[src/rtl/inst_loader.sv]
// rtl/inst_loader.sv - boot-time instruction memory loader; optional trailing checksum via INST_LOADER_CHECKSUM_EN
module inst_loader #(
   parameter int IW = 8,
   parameter int DW = 9
) (
   input  logic          clk,
   input  logic          reset,
   input  logic          in_valid,
   input  logic [7:0]    in_data,
   output logic          in_ready,
   input  logic          load_req,
   output logic          wr_en,
   output logic [IW-1:0] wr_addr,
   output logic [DW-1:0] wr_data,
   output logic          core_hold,
   output logic          loaded,
   output logic          err,
   output logic [IW:0]   words_loaded
);
   localparam int CW = IW + 1;

   typedef enum logic [2:0] {
      S_IDLE = 3'd0,
      S_LO   = 3'd1,
      S_HI   = 3'd2,
      S_WR   = 3'd3,
      S_DONE = 3'd4
`ifdef INST_LOADER_CHECKSUM_EN
      ,
      S_CK   = 3'd5,
      S_FAIL = 3'd6
`endif
   } state_t;

   state_t        state;
   state_t        next_state;
   logic          armed;       // holds in_ready low until the first clock after reset
   logic [7:0]    lo_byte;
   logic [CW-1:0] n_words;
   logic          accept;
   logic          last_word;
`ifdef INST_LOADER_CHECKSUM_EN
   logic [7:0]    sum;
   logic          hi_bad;
   logic          ck_ok;

   assign ck_ok = (in_data == sum) && !hi_bad;
`endif

   assign accept    = in_valid && in_ready;
   assign last_word = (words_loaded + CW'(1)) == n_words;

   // state register
   always_ff @(posedge clk or negedge reset) begin
      if (!reset) state <= S_IDLE;
      else        state <= next_state;
   end

   // next-state decode and state-derived outputs
   always_comb begin
      next_state = state;
      in_ready   = 1'b0;
      core_hold  = 1'b1;
      loaded     = 1'b0;
      case (state)
         S_IDLE: begin
            in_ready = armed;
            if (accept) next_state = S_LO;
         end
         S_LO: begin
            in_ready = armed;
            if (accept) next_state = S_HI;
         end
         S_HI: begin
            in_ready = armed;
            if (accept) next_state = S_WR;
         end
         S_WR: begin
`ifdef INST_LOADER_CHECKSUM_EN
            next_state = last_word ? S_CK : S_LO;
`else
            next_state = last_word ? S_DONE : S_LO;
`endif
         end
         S_DONE: begin
            core_hold = 1'b0;
            loaded    = 1'b1;
            if (load_req) next_state = S_IDLE;
         end
`ifdef INST_LOADER_CHECKSUM_EN
         S_CK: begin
            in_ready = armed;
            if (accept) next_state = ck_ok ? S_DONE : S_FAIL;
         end
         S_FAIL: begin
            if (load_req) next_state = S_IDLE;
         end
`endif
         default: next_state = S_IDLE;
      endcase
   end

   // byte assembly, write port, counters and sticky error
   always_ff @(posedge clk or negedge reset) begin
      if (!reset) begin
         armed        <= 1'b0;
         lo_byte      <= '0;
         n_words      <= '0;
         wr_en        <= 1'b0;
         wr_addr      <= '0;
         wr_data      <= '0;
         err          <= 1'b0;
         words_loaded <= '0;
`ifdef INST_LOADER_CHECKSUM_EN
         sum          <= '0;
         hi_bad       <= 1'b0;
`endif
      end else begin
         armed <= 1'b1;
         wr_en <= 1'b0;
         case (state)
            S_IDLE: if (accept) begin
               n_words      <= (in_data == 8'd0) ? CW'(1 << IW) : CW'(in_data);
               wr_addr      <= '0;
               words_loaded <= '0;
`ifdef INST_LOADER_CHECKSUM_EN
               sum          <= in_data;
               hi_bad       <= 1'b0;
`endif
            end
            S_LO: if (accept) begin
               lo_byte <= in_data;
`ifdef INST_LOADER_CHECKSUM_EN
               sum     <= sum + in_data;
`endif
            end
            S_HI: if (accept) begin
               wr_data <= DW'({in_data[0], lo_byte});
               wr_en   <= 1'b1;
               if (|in_data[7:1]) err <= 1'b1;
`ifdef INST_LOADER_CHECKSUM_EN
               sum     <= sum + in_data;
               if (|in_data[7:1]) hi_bad <= 1'b1;
`endif
            end
            S_WR: begin
               wr_addr      <= wr_addr + 1'b1;
               words_loaded <= words_loaded + 1'b1;
            end
            S_DONE: if (load_req) begin
               err          <= 1'b0;
               words_loaded <= '0;
            end
`ifdef INST_LOADER_CHECKSUM_EN
            S_CK: if (accept && !ck_ok) err <= 1'b1;
            S_FAIL: if (load_req) begin
               err          <= 1'b0;
               words_loaded <= '0;
            end
`endif
            default: ;
         endcase
      end
   end
endmodule

[config.mk]
export PLATFORM = sky130hd
export DESIGN_NAME = inst_loader
export DESIGN_NICKNAME = d
export VERILOG_FILES = /design/src/rtl/inst_loader.sv
export SDC_FILE = /design/constraint.sdc
export NUM_CORES = 1
export LEC_CHECK = 0
export BUFFER_PORTS_ARGS = -buffer_cell sky130_fd_sc_hd__buf_2
export CAP_MARGIN = 15
export CORE_ASPECT_RATIO = 0.7
export CORE_MARGIN = 2
export CORE_UTILIZATION = 50
export CTS_CLUSTER_SIZE = 10
export DETAILED_ROUTE_END_ITERATION = 7
export GPL_TIMING_DRIVEN = 0
export PLACE_DENSITY_LB_ADDON = 0.15
export SYNTH_ARGS = -nofsm -noshare
export SYNTH_HDL_FRONTEND = slang
export SYNTH_SLANG_ARGS = --single-unit
[constraint.sdc]
create_clock -name clk -period 3 [get_ports clk]
set_clock_uncertainty 0.05 [all_clocks]
set_input_delay 0.3 -clock clk [delete_from_list [all_inputs] [get_ports clk]]
set_output_delay 0.3 -clock clk [all_outputs]
set_load 0.01 [all_outputs]
# Word level (Yosys, flattened, before mapping)
# Index checks and enable logic that the tools add are counted.
# W data, S select, Z words.
totals:
  out_inout_bits: 31
  regBits: 49
  inputBits: 12
  elab_cells: 57
op_classes:
  n_mux: 21
  eq_ne: 10
  addsub: 2
  reduce_logical: 15
op_table:
  columns: ["cell", "n"]
  rows:
  - ["$mux W9", 3]
  - ["$pmux W9 S3", 1]
  - ["$pmux W8 S2", 1]
  - ["$mux W3", 5]
  - ["$pmux W3 S5", 1]
  - ["$ne A2 B2 Y1 const B", 5]
  - ["$add A9 B1 Y9 const B", 1]
  - ["$eq A9 B9 Y1", 1]
  - ["$add A8 B1 Y8 const B", 1]
  - ["$logic_not A8 Y1", 1]
  - ["$mux W1", 8]
  - ["$mux W8", 1]
  - ["$reduce_and A2 Y1", 4]
  - ["$reduce_and A4 Y1", 2]
  - ["$reduce_or A7 Y1", 1]
  - ["$eq A3 B2 Y1 const B", 2]
  - ["$reduce_bool A2 Y1", 2]
  - ["$eq A3 B1 Y1 const B", 1]
  - ["$eq A3 B3 Y1 const B", 1]
  - ["$logic_not A3 Y1", 1]
  - ["$reduce_and A3 Y1", 1]
  - ["$reduce_bool A3 Y1", 1]
  - ["$reduce_or A3 Y1", 1]
  - ["$pmux W1 S2", 1]
  - ["$logic_and A1 B1 Y1", 1]

# Longest topological paths before layout
logic_depth:
  depth_word: 6
  mapped_depth: 7

# Worst setup path before layout
# No wires, ideal clock.
synth_timing:
  kind: "flip-flop to flip-flop"
  startpoint: "reg words_loaded[2]"
  endpoint: "reg state[0]"
  required_ns: 2.809
  setup_slack_ns: 0.966
  setup_ns: 0.141
  arrival_time_ns: 1.843
  path_stages_with_launch: 6
  period_less_slack_ns: 2.034
  path_buffers: 0
  cell_sequence: "dfrtp_1 -> nand3_4 -> o21a_1 -> or4b_4 -> a2111oi_2 -> o22ai_1"
synth_via:
  elab_chain_len: 4
synth_lines:
  columns: ["element", "line", "source"]
  rows:
  - ["from (decl)", "18", "output logic [IW:0] words_loaded"]
  - ["from (signal assigned)", "148", "words_loaded <= words_loaded + 1'b1;"]
  - ["$add A9 B1 Y9", "51", "assign last_word = (words_loaded + CW'(1)) == n_words;"]
  - ["$eq A9 B9 Y1", "51", null]
  - ["$mux W3", "82", "next_state = last_word ? S_DONE : S_LO;"]
  - ["$pmux W3 S5", "65", "case (state)"]
  - ["to (signal assigned)", "56", "else state <= next_state;"]
  - ["to (decl)", "35", "state_t state;"]
# No other way between the ends.
# A chain may end at the register's enable or synchronous reset.

# Worst setup path after layout
# Ends and elaborated chain as after synthesis.

==> flow_metrics.py <==
metrics = {
    "global_route": {
        "grt_max_degree": 50,
        "grt_pass1_wl_mm": 7.61,
        "antenna_found_initial": 0,
        "grt_usage_pct": 19.4,
        "overflow": 0,
        "first_global_vias": 1532,
    },
    "timing": {
        "tightest_slew_ns": 0.672,
        "hold_viol_final": 0,
        "fin_crit_ns": 2.21,
        "hold_slack_ns": 0.126,
        "fin_crit_sh_pct": 73.8,
        "fmax_mhz": 452,
        "slew_headroom_pct": 55.0,
        "rsz0062_at_grt": "no",
        "setup_viol": 0,
        "tns_ns": 0,
        "slew_viol_final": 0,
    },
    "route": {
        "first_iter_violations": 90,
        "ant_nets": 0,
        "num_vias": 1673,
        "wl_met2_mm": 1.87,
        "wire_per_inst_um": 14.4,
        "vias_per_cell": 5.36,
        "top_layer_used": "met4",
        "route.detailed.drc": 0,
        "met3_length_um": 183,
        "firstDrtPassIters": 4,
        "drt_wl_total_mm": 4.48,
        "routedLengthMet1_mm": 2.38,
    },
    "critical_path": {
        "critPathArrivalTime_ns": 2.33,
        "cp_max_fo": 7,
        "cp-start-kind": "flop",
        "reg2reg_slack_ns": 0.79,
        "cp.required_ns": 3.11,
        "worst-setup-path-type": "reg -> reg",
        "critPathCaptureType": "flop",
    },
    "floorplan": {
        "start_util_pct": 52.0,
        "core_area_um2": 4350,
        "ios": 43,
        "die_w_um": 84.4,
        "die-area_um2": 5090,
        "std_cell_rows": 20,
        "die_y_um": 60.3,
    },
    "clock_network": {
        "cts_made_buffers": 5,
        "hold_buffers": 0,
        "htree_levels": 2,
        "cts_tree": "done",
        "cts-resized-gates": 0,
        "cts_buffer_depth": 2,
        "clock-root-buffer": "clkbuf_8",
        "insertion_delay_ns": 0.30,
        "clk_pin_slew_ns": 0.09,
        "cts.sinks": 49,
        "cts_setup_buffers": 0,
    },
    "synthesis": {
        "synth.top_cells.by_area": "dfrtp_1 54%, mux2_2 12%, o21ai_0 5.5%",
        "netlist_instances": 205,
        "synth_edf_count": 0,
        "ys_ff_latch": 49,
        "netlist_area_um2": 2260,
        "synth_nets": 219,
        "avgSynthCellArea_um2": 11.0,
        "ys_warn_count": 0,
        "yosysTopAreaCell": "dfrtp_1",
        "synthFlopType": "dfrtp_1",
        "synthArstFlopShare_pct": 100,
        "synth_top_area_share_pct": 54.2,
        "synthDistinctLibCells": 38,
        "ys_seq_area_share_pct": 54.2,
    },
    "run_status": {
        "status": "complete, no violations",
    },
    "layout": {
        "fin_cells": 312,
        "finish.utilization_pct": 61.0,
        "area_growth_syn_to_layout_pct": 17.5,
        "fin_nets": 270,
        "drive_gt1_share_pct": 32.7,
        "antenna-diode-count": 0,
    },
    "power": {
        "power.density_nw_per_um2": 798,
        "p_leak_uw": 0.00123,
        "ir_worst_vdd_v": 0.000376,
        "total_power_uw": 2120,
    },
    "job": {
        "drv_cap": 0,
    },
    "placement": {
        "routabilityCongestion": 0.820,
        "place_inst": 302,
        "dp_hpwl_mm": 3.24,
        "port_buffers": 42,
    },
    "min_path": {
        "worst_hold_path_type": "in -> reg",
    },
}
## sequential cells by signal, summed over array words and instances, names as in the netlist
signal and flops:
armed 1, err 1, lo_byte 8, n_words 9, state 3, words_loaded 9, wr_addr 8, wr_data 9
wr_en 1
## power breakdown
part           leakage, uW  switching [uW]  total (uW)  internal [uW]
sequential        0.000627             151        1030            875
clock            0.0000439             221         382            161
combinational     0.000561             341         714            373
## kinds of logic (layout without fill, tap and decap cells)
logic type | after synthesis | after routing | synth area share, %
other | 1 | 1 | 0.166
DFF | 49 | 49 | 54.2
muxes | 25 | 25 | 12.4
adders and majority gates | 2 | 2 | 1.11
buffers and inverters | 8 | 60 | 1.33
xor gates and xnor gates | 14 | 14 | 5.42
and+or+nand+nor | 66 | 66 | 15.0
AOI/OAI and AO/OA | 40 | 40 | 10.3
## worst max-delay path: stages (launching register included)
cell and delay, ns:
dfrtp_1 0.50, nand3_4 0.16, o21a_1 0.22, or4b_4 0.51, a2111oi_2 0.49, o22ai_1 0.14
## routing by layer
layer  up-vias  GRT usage, %
li1        825             -
met2        40          27.7
met5         -             0
met1       802          29.8
met3         6          4.14
met4         0          5.44
## cells in the mapped netlist, types with 2 or more instances
| cell type | number |
|---|---|
| o21ai_0 | 25 |
| ha_1 | 2 |
| nor3_1 | 4 |
| nand3_1 | 5 |
| dfrtp_1 | 49 |
| and3_1 | 2 |
| nand2_1 | 21 |
| a21oi_1 | 4 |
| nor2b_1 | 2 |
| clkbuf_1 | 7 |
| xor2_1 | 3 |
| xnor2_1 | 11 |
| o31ai_1 | 2 |
| nand4_1 | 5 |
| mux2_2 | 25 |
| nor2_1 | 16 |
## placed cells by master, fill, tap and decap left out, types with 3 or more instances in the layout
cell type	instances
nor3_1	4
xor2_1	3
nand2_1	21
nand4_1	5
clkbuf_1	7
nand3_1	5
clkbuf_8	5
a21oi_1	4
nor2_1	16
buf_2	42
dfrtp_1	49
xnor2_1	11
o21ai_0	25
mux2_2	25
## cell type report
| class | count | area [um^2] |
|---|---|---|
| Fill cell | 386 | 1700 |
| Timing Repair Buffer | 44 | 240 |
| Clock buffer | 5 | 68.8 |
| Sequential cell | 49 | 1230 |
| Buffer | 7 | 26.3 |
| Clock inverter | 3 | 17.5 |
| Inverter | 1 | 3.75 |
| Multi-Input combinational cell | 148 | 1010 |
| Tap cell | 55 | 68.8 |
## per-stage QoR
| step | setup WS, ns | area [um^2] |
|---|---|---|
| final | 0.786 | 2660 |
| after global routing | 0.654 | 2660 |
| after CTS | 0.785 | 2630 |
| after detailed placement | 0.805 | 2540 |
| after global placement | 0.829 | 2540 |
| after floorplan | 0.966 | 2260 |
## path summary, 6_finish.rpt
check                                      from              end  depth (start not counted)
max in group asynchronous                 reset       n_words[2]                          3
worst min-delay path                   load_req              err                          2
worst max register to register  words_loaded[2]         state[0]                          5
min in group asynchronous                 reset  words_loaded[6]                          2
worst max-delay path            words_loaded[2]         state[0]                          5
worst min register to register       wr_addr[7]       wr_addr[7]                          1
No activity file was read; power rests on OpenSTA's default activity.
